File: src/rtl/dm_port_arbiter.sv
// dm_port_arbiter
// Two-port arbiter/sequencer for the single-ported data memory.
// Port 0 is the pipeline M stage, port 1 a secondary master (bridge/DMA).
// One access is in flight at a time. Writes ack in the issue cycle; reads
// ack two cycles later with the captured word.
// Optional build macro DM_ARB_PERF_EN adds saturating grant/conflict counters.
//
// state   | meaning
// --------+-----------------------------------------------------------
// IDLE    | waiting for a request; winner's attributes latched on exit
// ISSUE   | memory strobe active; write acks here
// CAPTURE | memory read data valid, loaded into the winner's rdata
// RESP    | read ack pulse
module dm_port_arbiter #(
  parameter int ADDR_W     = 12,
  parameter bit PRIO_FIXED = 1'b0
) (
  input  logic              Clk,
  input  logic              Reset,
  input  logic              m0_req,
  input  logic              m0_we,
  input  logic [3:0]        m0_be,
  input  logic [31:0]       m0_addr,
  input  logic [31:0]       m0_wdata,
  output logic [31:0]       m0_rdata,
  output logic              m0_ack,
  output logic              m0_stall,
  input  logic              m1_req,
  input  logic              m1_we,
  input  logic [3:0]        m1_be,
  input  logic [31:0]       m1_addr,
  input  logic [31:0]       m1_wdata,
  output logic [31:0]       m1_rdata,
  output logic              m1_ack,
  output logic              mem_en,
  output logic              mem_we,
  output logic [3:0]        mem_be,
  output logic [ADDR_W-3:0] mem_addr,
  output logic [31:0]       mem_wdata,
  input  logic [31:0]       mem_rdata,
`ifdef DM_ARB_PERF_EN
  output logic [15:0]       perf_gnt0,
  output logic [15:0]       perf_gnt1,
  output logic [15:0]       perf_conflict,
`endif
  output logic              busy,
  output logic              grant_id
);

  typedef enum logic [1:0] {IDLE, ISSUE, CAPTURE, RESP} state_t;

  state_t            state, state_d;
  logic              last_grant, last_grant_d;
  logic              win, win_we, any_req, both_req;
  logic              mem_en_d, mem_we_d, m0_ack_d, m1_ack_d, grant_d;
  logic [3:0]        mem_be_d;
  logic [ADDR_W-3:0] mem_addr_d;
  logic [31:0]       mem_wdata_d, m0_rdata_d, m1_rdata_d;

  logic unused_addr_bits;
  assign unused_addr_bits = ^{m0_addr[31:ADDR_W], m0_addr[1:0],
                              m1_addr[31:ADDR_W], m1_addr[1:0]};

  assign m0_stall = m0_req & ~m0_ack;
  assign busy     = (state != IDLE);

  // Pick the winner among the current requests.
  always_comb begin
    any_req  = m0_req | m1_req;
    both_req = m0_req & m1_req;
    if (both_req) win = PRIO_FIXED ? 1'b0 : ~last_grant;
    else          win = m1_req;
    win_we = win ? m1_we : m0_we;
  end

  // State register plus the registered outputs.
  always_ff @(posedge Clk or negedge Reset) begin
    if (!Reset) begin
      state      <= IDLE;
      last_grant <= 1'b1;
      grant_id   <= 1'b0;
      mem_en     <= 1'b0;
      mem_we     <= 1'b0;
      mem_be     <= '0;
      mem_addr   <= '0;
      mem_wdata  <= '0;
      m0_ack     <= 1'b0;
      m1_ack     <= 1'b0;
      m0_rdata   <= '0;
      m1_rdata   <= '0;
    end else begin
      state      <= state_d;
      last_grant <= last_grant_d;
      grant_id   <= grant_d;
      mem_en     <= mem_en_d;
      mem_we     <= mem_we_d;
      mem_be     <= mem_be_d;
      mem_addr   <= mem_addr_d;
      mem_wdata  <= mem_wdata_d;
      m0_ack     <= m0_ack_d;
      m1_ack     <= m1_ack_d;
      m0_rdata   <= m0_rdata_d;
      m1_rdata   <= m1_rdata_d;
    end
  end

  // Next-state logic; in ISSUE the registered mem_we still holds the access type.
  always_comb begin
    state_d = state;
    case (state)
      IDLE:    if (any_req) state_d = ISSUE;
      ISSUE:   state_d = mem_we ? IDLE : CAPTURE;
      CAPTURE: state_d = RESP;
      RESP:    state_d = IDLE;
      default: state_d = IDLE;
    endcase
  end

  // Next values of the registered outputs.
  always_comb begin
    last_grant_d = last_grant;
    grant_d      = grant_id;
    mem_en_d     = 1'b0;
    mem_we_d     = 1'b0;
    mem_be_d     = mem_be;
    mem_addr_d   = mem_addr;
    mem_wdata_d  = mem_wdata;
    m0_ack_d     = 1'b0;
    m1_ack_d     = 1'b0;
    m0_rdata_d   = m0_rdata;
    m1_rdata_d   = m1_rdata;
    case (state)
      IDLE: begin
        if (any_req) begin
          grant_d      = win;
          last_grant_d = win;
          mem_en_d     = 1'b1;
          mem_we_d     = win_we;
          mem_be_d     = win ? m1_be : m0_be;
          mem_addr_d   = win ? m1_addr[ADDR_W-1:2] : m0_addr[ADDR_W-1:2];
          mem_wdata_d  = win ? m1_wdata : m0_wdata;
          if (win_we) begin
            m0_ack_d = ~win;
            m1_ack_d = win;
          end
        end
      end
      CAPTURE: begin
        if (grant_id) begin
          m1_ack_d   = 1'b1;
          m1_rdata_d = mem_rdata;
        end else begin
          m0_ack_d   = 1'b1;
          m0_rdata_d = mem_rdata;
        end
      end
      default: ;
    endcase
  end

`ifdef DM_ARB_PERF_EN
  // Saturating performance counters; grant counts move with the ack edge.
  always_ff @(posedge Clk or negedge Reset) begin
    if (!Reset) begin
      perf_gnt0     <= '0;
      perf_gnt1     <= '0;
      perf_conflict <= '0;
    end else begin
      if (m0_ack_d && perf_gnt0 != 16'hFFFF) perf_gnt0 <= perf_gnt0 + 16'd1;
      if (m1_ack_d && perf_gnt1 != 16'hFFFF) perf_gnt1 <= perf_gnt1 + 16'd1;
      if (state == IDLE && both_req && perf_conflict != 16'hFFFF)
        perf_conflict <= perf_conflict + 16'd1;
    end
  end
`endif

endmodule

File: config.mk
export PLATFORM = sky130hd
export DESIGN_NAME = dm_port_arbiter
export DESIGN_NICKNAME = d
export VERILOG_FILES = /design/src/rtl/dm_port_arbiter.sv
export SDC_FILE = /design/constraint.sdc
export NUM_CORES = 1
export LEC_CHECK = 0
export ABC_CLOCK_PERIOD_IN_PS = 2800
export BUFFER_PORTS_ARGS = -buffer_cell sky130_fd_sc_hd__buf_2
export CAP_MARGIN = 20
export CORE_AREA = 2 2 114 116
export CTS_BUF_LIST = sky130_fd_sc_hd__clkbuf_8
export CTS_CLUSTER_DIAMETER = 200
export DETAILED_ROUTE_END_ITERATION = 12
export DIE_AREA = 0 0 116 118
export PLACE_DENSITY = 0.74
export SYNTH_ARGS = -nofsm -noshare
export SYNTH_HDL_FRONTEND = slang
export SYNTH_SLANG_ARGS = --single-unit
File: constraint.sdc
create_clock -name Clk -period 2.8 [get_ports Clk]
set_input_delay 0.28 -clock Clk [delete_from_list [all_inputs] [get_ports Clk]]
set_output_delay 0.28 -clock Clk [all_outputs]
set_load 0.02 [all_outputs]
* Yosys cells after proc, flatten, opt, wreduce, memory -nomap -nowiden
Index checks and enable logic that the tools add are counted.
Cells by class: equality and inequality tests 4, bitwise logic cells 7, mux-type cells 20, reductions and logical operators 5
Operators with widths (count):
- $mux W32 | 1
- $mux W1 | 12
- $mux W10 | 1
- $pmux W2 S4 | 1
- $reduce_and A2 Y1 | 3
- $eq A2 B2 Y1 const B | 2
- $mux W2 | 2
- $mux W4 | 1
- $not A1 Y1 | 4
- $pmux W1 S2 | 2
- $and A1 B1 Y1 | 2
- $eq A2 B1 Y1 const B | 1
- $logic_not A2 Y1 | 1
- $ne A2 B2 Y1 const B | 1
- $reduce_bool A2 Y1 | 1
- $or A1 B1 Y1 | 1
Storage, ports and cells: input bits 174, flip-flop bits (word level) 118

* Longest topological paths before layout
depth after elaboration 6, mapped depth 6, depth with buffers taken out 3

* Least setup slack after synthesis
Ideal clock, no wire load.
path type register to register, start point register grant_id, end point register m1_rdata[0], path slack 1.345 ns, data required time 2.675 ns, cell stages (with the launch flop) 6, data arrival time 1.330 ns, buffers on the path 2, path through dfrtp_1 inv_1 or2_1 buf_6 buf_6 mux2_4
On the way: cells in the longest elaborated chain, start to end 1
Ends and longest elaborated chain:
- start: declaration | RTL line 47 | output logic grant_id
- start signal: assignment | RTL line 94 | grant_id <= grant_d;
- $reduce_and A2 Y1 (no line)
- end signal: assignment | RTL line 103 | m1_rdata <= m1_rdata_d;
- end: declaration | RTL line 33 | output logic [31:0] m1_rdata,
Every way passes these cells. A chain may end at the register's enable or synchronous reset.

==> out/results.txt <==
setup_tns - 0 ns
max_cap viols - 0
Clock Sinks - 118
vias - 4200
Core Area - 12400 µm²
Final Util - 0.548
drt total wl - 13.1 mm
Cell Area, Synth - 4970 µm²
Clk pin slew, worst setup/hold paths - 0.07 ns
actual slew at the worst max-slew pin - 0.597 ns
All-Layer GR Usage - 0.194
Max FO, Critical Path - 51
Gate Count Post-Synth - 423
Netlist cell types - 24
final cycle utilization of the critical path - 0.725
Seq/Total Area, Yosys - 0.594
WL/cell - 15.4 µm
Skew-Pair Late Insertion Delay - 0.43 ns
area of the multi-input gates - 1840 µm²
status - finished, final reports clean
GRT overflow - 0
Final setup viols - 0
Worst Hold Launch - m0_wdata[20]
Pwr Density - 1310 nW/µm²
die width - 116 µm
worst clock skew - 0.00986 ns
Critical Path End Type - primary output
crit start category - flip-flop
HP Class - input pin to flip-flop
post-synth net total - 597
routability cong. - 0.807
highest-delay cell along the critical path - dfrtp_1
Yosys reg bits - 118
first-pass GRT wire length - 20.8 mm
mux contribution to synthesized area - 0.167
yosys warns - 0
Synth Area in Adders - 0
post-layout min period - 2.03 ns
Final nets - 841
Layout area overhead - 37.0%
Starting Density - 0.400
FMAX - 0.492 GHz
FF-to-FF Start - state[0]
count of final hold-check violations - 0
Post-CTS Setup Bufs - 0
DP HPWL - 9.37 mm
CTS tree - done
Rel. slew slack - 0.602
largest cells by area after synthesis - dfrtp_1, mux2_4, mux2_2
Die Ht - 118 µm
Site Rows - 41
IR drop worst, VDD - 0.542 mV
largest family of logic cells by synthesized area - multiplexers
Clock Path Buffers - 2
CTS buffer count - 17
share of cells above drive strength 1 - 0.527
Port Buffer Count - 246
DIE AREA - 13700 µm²
fin. max-slew vios - 0
CP cell instances - nor2_4, buf_4, inv_1, buf_2
CTS Hold Buffers Added - 1
area leader, netlist - dfrtp_1
Placement Setup Slack - 0.944 ns
syn_area_per_cell - 11.7 µm²
residual DRC count - 0
Ports - 291
antenna violations before repair - 0
CTS root buf - clkbuf_8
Placed Cells - 819
leakage - 0.00344 µW
Crit path largest cell delay - 0.45 ns
H-tree depth - 4
Worst Path Arrival - 1.75 ns
final non-filler cell total - 851
PostCTS Resize Cnt - 0
largest net degree at the start of global routing - 62
vias in the first global route - 4161
required time of the worst setup path - 2.52 ns
CP Class - flip-flop to primary output
Synth Area in XOR/XNOR - 0
n_diodes - 0
final worst slack - 0.769 ns
final-layout fill cell count - 1094
post-synthesis compound-gate area fraction - 0.114
Iteration-0 DRC Markers - 206
Total Power - 8900 µW
share of the synthesized area in the top cell type - 0.589
number of routed nets with antenna violations - 0
Synth Area in Simple Gates - 0.0853
Register Area - 2950 µm²
vias per inst - 4.94
first-pass iteration count of the detailed router - 5
RSZ-0062 raised after global routing - false
## routing by layer
layer	track usage	vias to the layer above	routed length [µm]
met5	0	-	0
li1	-	1963	-
met2	0.316	210	6440
met4	0.0856	0	257
met3	0.0659	18	1110
met1	0.232	2009	5260
## synthesized netlist by cell type
| cell type | count |
|---|---|
| a21bo_2 | 1 |
| a21boi_1 | 1 |
| a21oi_1 | 47 |
| a31oi_1 | 47 |
| and2_1 | 1 |
| buf_1 | 1 |
| buf_2 | 11 |
| buf_4 | 4 |
| buf_6 | 5 |
| clkbuf_1 | 12 |
| dfrtp_1 | 117 |
| dfstp_2 | 1 |
| inv_1 | 2 |
| mux2_2 | 35 |
| mux2_4 | 29 |
| nand2_1 | 95 |
| nand2b_4 | 1 |
| nand3_1 | 2 |
| nor2_1 | 5 |
| nor2b_1 | 1 |
| o21ai_0 | 1 |
| o22ai_1 | 2 |
| or2_0 | 1 |
| or2_1 | 1 |
## layout by cell type (no fill, tap or decap), drive strengths merged, types with 2 or more instances in the layout
master	instances
a21oi	47
or2	2
nand3	2
nand2	95
mux2	64
bufinv	5
clkinv	5
buf	257
clkbuf	20
a31oi	47
o22ai	2
nor2	5
dfrtp	117
inv	3
## state kept, by name (all words and copies together), names as in the netlist, 4 cells and up, named ones only
| signal | flops |
|---|---|
| mem_addr | 10 |
| m0_rdata | 32 |
| mem_wdata | 32 |
| m1_rdata | 32 |
| mem_be | 4 |
## final cells by class
type | instances | share of cell area
Clock buffer | 20 | 0.0404
Timing Repair Buffer | 258 | 0.197
Clock inverter | 11 | 0.0263
Tap cell | 172 | 0.0316
Sequential cell | 118 | 0.434
Multi-Input combinational cell | 270 | 0.270
Inverter | 2 | 0.00110
## through the flow
step | area (µm²) | hold WS (ns)
after floorplan | 4970 | -0.0156
after global placement | 6340 | 0.312
after detailed placement | 6340 | 0.322
after CTS | 6810 | 0.0551
after global routing | 6810 | 0.0581
final | 6810 | 0.0931
## cell families after synthesis
group           Yosys count
flops                   118
simple gates            107
compound gates           99
mux                      64
buf+inv                  35
## final timing paths
path	to	cells after the start	slack [ns]
worst max-delay path	busy	4	0.77
worst min-delay path	mem_wdata[20]	3	0.09
worst max register to register	m1_rdata[28]	4	0.97
worst min register to register	m0_rdata[21]	1	0.50
max in group asynchronous	m0_rdata[13]	3	1.64
min in group asynchronous	m1_rdata[21]	2	0.43
## critical path: cells and delay by family (launching register included)
| kind | cells | cell delay (ns) |
|---|---|---|
| AND/OR/NAND/NOR | 1 | 0.11 |
| flip-flops | 1 | 0.45 |
| buffers and inverters | 3 | 0.75 |
## where the power goes
part           switching (µW)  internal [µW]  total, µW
registers                 477           2590       3060
clock network             664           1120       1780
logic                    2400           1660       4060
No activity file was read; power rests on OpenSTA's default activity.
